<file path="config.mk">
export PLATFORM = sky130hd
export DESIGN_NAME = alu_exec_unit
export DESIGN_NICKNAME = d
export VERILOG_FILES = /design/src/rtl/alu_exec_unit.sv
export SDC_FILE = /design/constraint.sdc
export NUM_CORES = 1
export LEC_CHECK = 0
export BUFFER_PORTS_ARGS = -buffer_cell sky130_fd_sc_hd__buf_2
export CELL_PAD_IN_SITES_DETAIL_PLACEMENT = 1
export CELL_PAD_IN_SITES_GLOBAL_PLACEMENT = 2
export CORE_AREA = 3 3 210 212
export CTS_BUF_LIST = sky130_fd_sc_hd__clkbuf_8
export DETAILED_ROUTE_END_ITERATION = 10
export DIE_AREA = 0 0 213 215
export PLACE_DENSITY = 0.85
export SLEW_MARGIN = 20
export SYNTH_ARGS = -nofsm -noshare
export SYNTH_HDL_FRONTEND = slang
export SYNTH_SLANG_ARGS = --single-unit
</file>
<file path="constraint.sdc">
create_clock -name clk -period 6.5 [get_ports clk]
set_input_delay 0.65 -clock clk [delete_from_list [all_inputs] [get_ports clk]]
set_output_delay 0.65 -clock clk [all_outputs]
set_load 0.05 [all_outputs]
</file>
<file path="src/rtl/alu_exec_unit.sv">
// ALU execute unit: ALUOp/funct decode, 1-cycle logic/arith ops,
// iterative MUL (shift-add) and DIVU (restoring), valid/ready both sides.
// Ports:
//   clk, reset                   clock and sync active-high reset
//   in_valid/in_ready            request handshake
//   alu_op, funct, a, b          request payload
//   out_valid/out_ready          result handshake
//   result, zero, illegal, busy  registered result and status
module alu_exec_unit #(
  parameter int WIDTH   = 32,
  parameter int FUNCT_W = 6
) (
  input  logic               clk,
  input  logic               reset,
  input  logic               in_valid,
  output logic               in_ready,
  input  logic [1:0]         alu_op,
  input  logic [FUNCT_W-1:0] funct,
  input  logic [WIDTH-1:0]   a,
  input  logic [WIDTH-1:0]   b,
  output logic               out_valid,
  input  logic               out_ready,
  output logic [WIDTH-1:0]   result,
  output logic               zero,
  output logic               illegal,
  output logic               busy
);

  localparam int CW = $clog2(WIDTH + 1);

  typedef enum logic [1:0] {IDLE, ITER, DONE} state_t;
  typedef enum logic [3:0] {
    OP_ADD, OP_SUB, OP_AND, OP_OR, OP_XOR,
    OP_NOR, OP_SLT, OP_MUL, OP_DIV, OP_ILL
  } op_t;

  state_t state, state_n;
  op_t    op;

  logic             accept;
  logic             multi;
  logic [FUNCT_W-1:0] f_hi;
  logic [WIDTH-1:0] alu_res;

  // acc: product or remainder; x: multiplicand or
  // dividend/quotient shift reg; y: multiplier or divisor
  logic [WIDTH-1:0] acc, x, y;
  logic [WIDTH-1:0] acc_n, x_n, y_n;
  logic [WIDTH-1:0] fin;
  logic [WIDTH:0]   rsh, diff;
  logic [CW-1:0]    cnt;
  logic             is_div;

  always_comb begin
    f_hi = funct >> 6;
    op   = OP_ILL;
    unique case (alu_op)
      2'b00: op = OP_ADD;
      2'b01: op = OP_SUB;
      2'b10: begin
        if (f_hi == '0) begin
          unique case (funct[5:0])
            6'h20:   op = OP_ADD;
            6'h22:   op = OP_SUB;
            6'h24:   op = OP_AND;
            6'h25:   op = OP_OR;
            6'h26:   op = OP_XOR;
            6'h27:   op = OP_NOR;
            6'h2A:   op = OP_SLT;
            6'h18:   op = OP_MUL;
            6'h1B:   op = OP_DIV;
            default: op = OP_ILL;
          endcase
        end
      end
      default: op = OP_ILL;
    endcase
  end

  always_comb begin
    alu_res = '0;
    unique case (op)
      OP_ADD:  alu_res = a + b;
      OP_SUB:  alu_res = a - b;
      OP_AND:  alu_res = a & b;
      OP_OR:   alu_res = a | b;
      OP_XOR:  alu_res = a ^ b;
      OP_NOR:  alu_res = ~(a | b);
      OP_SLT:  alu_res = {{(WIDTH-1){1'b0}},
                          $signed(a) < $signed(b)};
      default: alu_res = '0;
    endcase
  end

  assign multi    = (op == OP_MUL) || (op == OP_DIV);
  assign in_ready = !reset &&
                    (state == IDLE ||
                     (state == DONE && out_ready));
  assign accept   = in_valid && in_ready;

  // One iteration step; divide-by-zero naturally
  // yields an all-ones quotient since rsh >= 0.
  always_comb begin
    acc_n = acc;
    x_n   = x;
    y_n   = y;
    rsh   = {acc, x[WIDTH-1]};
    diff  = rsh - {1'b0, y};
    if (is_div) begin
      if (rsh >= {1'b0, y}) begin
        acc_n = diff[WIDTH-1:0];
        x_n   = {x[WIDTH-2:0], 1'b1};
      end else begin
        acc_n = rsh[WIDTH-1:0];
        x_n   = {x[WIDTH-2:0], 1'b0};
      end
    end else begin
      acc_n = y[0] ? acc + x : acc;
      x_n   = x << 1;
      y_n   = y >> 1;
    end
    fin = is_div ? x_n : acc_n;
  end

  always_comb begin
    state_n = state;
    unique case (state)
      IDLE: if (accept) state_n = multi ? ITER : DONE;
      ITER: if (cnt == CW'(1)) state_n = DONE;
      DONE: begin
        if (accept)         state_n = multi ? ITER : DONE;
        else if (out_ready) state_n = IDLE;
      end
      default: state_n = IDLE;
    endcase
  end

  always_ff @(posedge clk) begin
    if (reset) state <= IDLE;
    else       state <= state_n;
  end

  always_ff @(posedge clk) begin
    if (reset) begin
      result  <= '0;
      zero    <= 1'b0;
      illegal <= 1'b0;
      acc     <= '0;
      x       <= '0;
      y       <= '0;
      cnt     <= '0;
      is_div  <= 1'b0;
    end else if (accept) begin
      if (multi) begin
        cnt    <= CW'(WIDTH);
        is_div <= (op == OP_DIV);
        acc    <= '0;
        x      <= a;
        y      <= b;
      end else begin
        result  <= alu_res;
        zero    <= (alu_res == '0);
        illegal <= (op == OP_ILL);
      end
    end else if (state == ITER) begin
      acc <= acc_n;
      x   <= x_n;
      y   <= y_n;
      cnt <= cnt - CW'(1);
      if (cnt == CW'(1)) begin
        result  <= fin;
        zero    <= (fin == '0);
        illegal <= 1'b0;
      end
    end
  end

  assign out_valid = (state == DONE);
  assign busy      = (state != IDLE);

endmodule

</file>
==> results of run 1 <==
## cell type report
| class | instances | area, µm² | share of cell area (%) |
|---|---|---|---|
| Antenna cell | 2 | 5.00 | 0.0280 |
| Clock buffer | 17 | 234 | 1.31 |
| Clock inverter | 15 | 199 | 1.11 |
| Inverter | 161 | 604 | 3.38 |
| Multi-Input combinational cell | 1977 | 12600 | 70.3 |
| Sequential cell | 139 | 2790 | 15.6 |
| Tap cell | 539 | 674 | 3.78 |
| Timing Repair Buffer | 141 | 793 | 4.44 |
## stage by stage
step / hold slack, ps / cell area, µm² / setup WS (ps) / utilization, %
after global placement: 438 / 17400 / 1620 / 41.3
after CTS: 426 / 17800 / 1960 / 42.3
after floorplan: 458 / 16500 / 2470 / -
after global routing: 433 / 17800 / 1500 / 42.4
after detailed placement: 443 / 17400 / 1470 / 41.3
final: 442 / 17900 / 1780 / 42.4
## logic make-up after synthesis
group / after synthesis
buffers and inverters: 312
AOI/OAI and AO/OA: 804
and+or+nand+nor: 918
muxes: 26
adders and majority gates: 167
DFF: 139
xor gates and xnor gates: 62
## synthesized netlist by cell type, drive strengths merged (17+ instances only)
cell / instances / area [µm²]
a211oi: 50 / 380
a21o: 36 / 270
a21oi: 224 / 1120
a221oi: 17 / 149
a311oi: 71 / 622
a31oi: 17 / 106
buf: 28 / 119
clkbuf: 123 / 462
dfxtp: 139 / 2780
ha: 163 / 2040
inv: 160 / 601
mux2i: 20 / 200
nand2: 346 / 1300
nand2b: 29 / 181
nand3: 45 / 225
nand4: 27 / 169
nor2: 288 / 1090
nor2b: 22 / 138
nor3: 60 / 312
nor4: 25 / 156
o211ai: 62 / 470
o21ai: 136 / 684
o21bai: 24 / 180
o31ai: 17 / 133
xnor2: 38 / 333
xor2: 24 / 210
## state kept, by name (all words and copies together), names as in the netlist
register / flops
acc: 32
result: 32
x: 32
y: 32
cnt: 6
state: 2
illegal: 1
is_div: 1
zero: 1
## placed cells by master, fill, tap and decap left out, drive strengths merged, types with 8 or more instances in the layout
master / count
xor2: 24
buf: 141
ha: 163
a31oi: 17
nand4: 27
nor4: 25
a32o: 8
nand2b: 29
dfxtp: 139
a21o: 36
a2111oi: 9
inv: 163
o21ai: 136
o311ai: 9
o31a: 9
o21bai: 24
a221oi: 17
xnor2: 38
a21oi: 224
a32oi: 8
o221ai: 12
o211ai: 62
nor3: 60
a211o: 8
and2: 14
a311oi: 71
or3: 8
o21a: 13
nand2: 346
nor2b: 22
a211oi: 50
mux2i: 20
and3: 13
clkbuf: 17
or2: 9
nor2: 288
nand3: 45
o31ai: 17
## critical path: stages
cell,delay (ps)
buf_2,120
inv_1,80
ha_1,170
inv_1,60
fa_1,410
nor2b_1,180
o2111ai_1,280
o211ai_1,340
a311oi_1,580
a2111oi_0,220
o211ai_1,270
o21ai_0,150
nor3_1,330
nand2_1,90
or4_1,500
or4_1,550
o211ai_1,110
## per-layer routing
layer | up-vias | part of all wire (%)
met4 | 6 | 5.2
met3 | 178 | 6.6
met1 | 9232 | 44
met5 | - | 0.054
met2 | 672 | 44
li1 | 8819 | -
## worst paths after layout
| check | from | end | slack (ps) | cells after the start |
|---|---|---|---|---|
| setup / recovery | a[0] | zero | 1780 | 17 |
| hold / removal | out_ready | state[1] | 440 | 4 |
| setup reg to reg | y[12] | acc[28] | 2110 | 12 |
| hold reg to reg | result[18] | result[18] | 460 | 2 |
## power by group through the flow
stage          Combinational, µW  Sequential [µW]  Clock [µW]
3_5_place_dp                 905              907           0
5_1_grt                     1000              890         861
2_1_floorplan                565              935           0
3_3_place_gp                 892              907           0
6_report                     928              888         808
4_1_cts                      910              887         819
==> key figures, run 1 <==
Pwr
  – Switching part of the total: 40.1%
  – P per Cell Area: 147 mW/mm²
  – Power consumption: 2630 µW
  – Worst vdd ir: 0.000121 V
  – Reg power frac: 33.8%
  – Leak pwr: 0.00720 µW
  – Logic pwr share: 35.4%
  – Switching power: 1050 µW
  – P_int: 1570 µW
  – Clock power frac: 30.8%

Timing
  – Final Hold Fails: 0
  – Fin crit share: 72.5%
  – Final Slew Violations: 0
  – Final setup viols: 0
  – Clk_skew: 12.5 ps
  – Min Tclk post-route: 4720 ps
  – Fin Setup TNS: 0 ps
  – Top achievable clock speed: 0.212 GHz
  – Worst-Margin Slew: 1030 ps
  – Rel. slew slack: 31.0%
  – RSZ-0062 raised after global routing: false

Routing
  – ANT nets after route: 0
  – Residual DRC: 0
  – Average wire per cell in the routed design: 25.2 µm
  – Routed via count: 18907
  – Mean number of vias per cell: 6.32
  – Routed WL: 75.4 mm
  – Initial DRC Count: 1402
  – Initial DRT Pass Iterations: 5

Global routing
  – M2 GR Usage: 50.2%
  – Total grt overflow: 0
  – Initial antenna violation count: 4
  – GR peak layer: met2
  – Gr usage total: 32.2%
  – First-pass GRT wire length: 114 mm
  – GR Util met1: 43.1%
  – M3 GR Usage: 5.64%
  – Largest net degree at the start of global routing: 67
  – Vias in the first global route: 18934

Run
  – # Max-Cap Violations: 0

Synthesis
  – Library cells used by synthesis: 93
  – Simple-gate share of the synthesized area: 25.1%
  – Post-synth EDFFs: 0
  – Synthesized cell area: 0.0165 mm²
  – Flops & latches, synth: 139
  – Synth Warn #: 0
  – Synthesized Nets: 2671
  – Sequential area share after synthesis: 16.9%
  – Synth Area in Adders: 12.9%
  – Synth Area in Compound Gates: 33.1%
  – Largest family of logic cells by synthesized area: compound AO/OA/AOI/OAI gates
  – Cells after synthesis: 2428
  – Most common flop cell mapped by yosys: dfxtp_1
  – Mux cell area share after synthesis: 1.63%
  – Xor/xnor share of the synthesized area: 3.30%
  – Mean post-synth cell area: 6.78 µm²
  – Async S/R FF share, synth: 0%

Die
  – Die W: 213 µm
  – Initial Util: 39.1%
  – Die Ht: 215 µm
  – Full die area: 0.0458 mm²
  – Row cnt: 75
  – Top Ports: 113
  – Core area: 0.0421 mm²

Clock tree
  – Num Clock Sinks: 139
  – H-tree levels: 4
  – Clock Tree Buf Depth: 2
  – Cts repair resizes: 0
  – CTS root buf: clkbuf_8
  – Hold_buf cts: 0
  – CTS tree: built
  – Num CTS Buffers: 17
  – Total setup buffers inserted after CTS: 0
  – Clk slew on worst S/H paths: 80 ps
  – Clock Latency Late Sink: 490 ps

Placement
  – Cells after DPL: 2957
  – # port buffers: 112
  – GPL Wtd Cong: 0.985
  – Detail Placement HPWL: 59.3 mm

Critical path
  – CP Capture Type: register
  – Req. time, crit path: 6910 ps
  – Critical Path Start Type: input port
  – Crit path kind: in -> reg
  – WP data arrival: 5120 ps
  – CP max FO: 4

Layout
  – Non-filler cells, final: 2991
  – Filler cell count: 5424
  – Ratio of cells with drive above 1 in the final layout: 9.18%
  – Area delta synth->final: 8.43%
  – Nets: 2680

Status
  – Status: complete, no violations

Min path
  – Hold WC Path Type: in -> reg
Power figures use the tool's default switching activity.
==> run 2, diff against run 1 <==
- CORE_AREA: 3 3 210 212 -> 3 3 228 230
- DIE_AREA: 0 0 213 215 -> 0 0 231 233
- PLACE_DENSITY: 0.85 -> 0.76
- clock period: 6.5 -> 4 ns (I/O delays scaled with it)
==> run 2 against run 1 <==
Net effect: die area increased by 18%; cell count increased by 16%; combinational power increased by 110%; sequential share of layout area decreased by 2.2 points; count of clock-buffer cells in the layout increased by 1; flip-flop and latch count unchanged; non-clock buffer count increased by 348; first-iteration DRC count increased by 12%; via count increased by 7.1%; core utilization decreased by 0.94 points; setup slack got worse by 1600 ps.
==> key figures, run 2 (synthesis gave the netlist of run 1 again) <==
Routing
  – Initial DRT Pass Iterations: 5
  – Average wire per cell in the routed design: 23.8 µm
  – Top Metal Used: met4
  – ANT nets after route: 0
  – Mean number of vias per cell: 5.84
  – Routed via count: 20242
  – M1 WL: 37.8 mm
  – Met3 WL: 4.13 mm
  – Routed WL: 82.7 mm
  – Initial DRC Count: 1574
  – DR WL met2: 37.8 mm
  – Residual DRC: 0

Clock tree
  – Num Clock Sinks: 139
  – Clock Tree Buf Depth: 2
  – Clk slew on worst S/H paths: 90 ps
  – Hold_buf cts: 0
  – Clock Latency Late Sink: 500 ps
  – CTS root buf: clkbuf_8
  – CTS tree: built
  – Num CTS Buffers: 17
  – H-tree levels: 4

Global routing
  – Total grt overflow: 0
  – Initial antenna violation count: 0
  – First-pass GRT wire length: 124 mm
  – Gr usage total: 29.9%
  – Vias in the first global route: 20436
  – Largest net degree at the start of global routing: 82

Critical path
  – WP data arrival: 4240 ps
  – CP Capture Type: register
  – Req. time, crit path: 4420 ps
  – Setup crit end: zero
  – Worst r2r src: x[31]
  – Critical Path Start Type: input port
  – CP max FO: 5
  – Reg2reg setup slack: 190 ps
  – Crit. Startpoint: a[4]
  – R2r endpoint: acc[28]
  – Reg2Reg Depth: 17
  – Crit path kind: in -> reg

Die
  – Die Ht: 233 µm
  – Row cnt: 82
  – Full die area: 0.0538 mm²
  – Initial Util: 32.9%
  – Die W: 231 µm
  – Core area: 0.0501 mm²
  – Top Ports: 113

Timing
  – Min Tclk post-route: 3820 ps
  – Final Hold Fails: 0
  – Rel. slew slack: 35.0%
  – WHS: 166 ps
  – Worst-Margin Slew: 975 ps
  – Top achievable clock speed: 0.262 GHz
  – Final setup viols: 0
  – Fin crit share: 95.6%
  – Clk_skew: 14.8 ps
  – Fin Setup TNS: 0 ps
  – Final Slew Violations: 0

Layout
  – Filler cell count: 6531
  – ANT cells: 0
  – Nets: 3028
  – Commonest non-fill, non-tap cells in the layout: 372 x buf_4, 344 x nand2_1, 286 x nor2_1, 217 x a21oi_1, 162 x ha_1
  – Ratio of cells with drive above 1 in the final layout: 21.3%
  – Area delta synth->final: 26.0%
  – Commonest non-fill, non-tap cell in the layout: buf_4

Pwr
  – Worst vdd ir: 0.000210 V
  – Logic pwr share: 43.2%
  – P per Cell Area: 215 mW/mm²
  – Switching power: 1840 µW
  – Leak pwr: 0.00891 µW
  – Reg power frac: 32.2%
  – Switching part of the total: 41.2%
  – Clock power frac: 24.5%
  – P_int: 2620 µW

Status
  – Status: complete, no violations

Placement
  – Detail Placement HPWL: 67.4 mm
  – # port buffers: 112
  – GPL Wtd Cong: 1.02

Run
  – # Max-Cap Violations: 0

Min path
  – Hold WC Path Type: in -> reg
## run 2: changes by cell type in the layout (fill, tap and decap cells not counted), sizes merged
cell	previous run	this run
clkinvlp	4	3
buf	141	489
inv	163	165
clkbuf	17	18
diode	2	0
clkinv	5	6
bufinv	4	0
## run 2: timing repair
| item | in CTS | in global routing |
|---|---|---|
| gates resized for setup | 4 | 34 |
| pin swaps | 1 | 13 |
| setup buffers | 0 | 5 |
| setup endpoints to repair | 3 | 9 |
## run 2: worst min path at each step
stage,cells past startpoint,slack (ps),to,start
5_1_grt,4,200,state[1],out_ready
3_3_place_gp,2,440,result[9],result[9]
3_5_place_dp,2,450,result[24],result[24]
4_1_cts,4,140,state[1],out_ready
6_report,4,170,state[1],out_ready
2_1_floorplan,2,460,y[30],y[31]
## run 2: layer usage
layer / vias up / track usage, %
li1: 9498 / -
met1: 10028 / 41.0
met2: 598 / 49.3
met3: 118 / 2.34
met4: 0 / 10.5
met5: - / 0
## run 2: through the flow
stage / util [%] / power, µW / cell area (µm²) / worst slack [ps] / instances
after floorplan: - / 2440 / 16500 / 224 / 2428
after detailed placement: 40.4 / 3340 / 20200 / -501 / 3433
after CTS: 41.1 / 4430 / 20600 / -19.5 / 3464
after global placement: 40.4 / 3310 / 20200 / -344 / 3433
after global routing: 41.4 / 4670 / 20700 / -1.17 / 3469
final: 41.4 / 4460 / 20700 / 177 / 3469
## run 2: critical path, cell delays in order
cell and delay [ps]:
buf_2 120, inv_1 50, ha_1 410, o211ai_1 140
o21ai_1 320, o2111ai_1 180, buf_4 180, a211oi_2 340
o21ai_0 170, a21oi_1 210, nor2_1 60, o311ai_1 430
or4b_2 620, or4_1 490, o211ai_1 120
## run 2: cell type report
type                    instances  area [µm²]  share of cell area [%]
inverters                     161         604                    2.91
clock inverters                13        96.3                   0.464
flip-flops and latches        139        2790                    13.4
multi-input cells            1977       12700                    61.2
clock buffers                  18         248                    1.19
well taps                     672         841                    4.05
repair buffers                489        3470                    16.7
## run 2: power by group through the flow
stage	Combinational (µW)	Sequential, µW	Clock [µW]
after floorplan	919	1520	0
after detailed placement	1870	1470	0
after CTS	1880	1440	1110
after global placement	1840	1470	0
after global routing	2070	1440	1160
final	1930	1440	1090
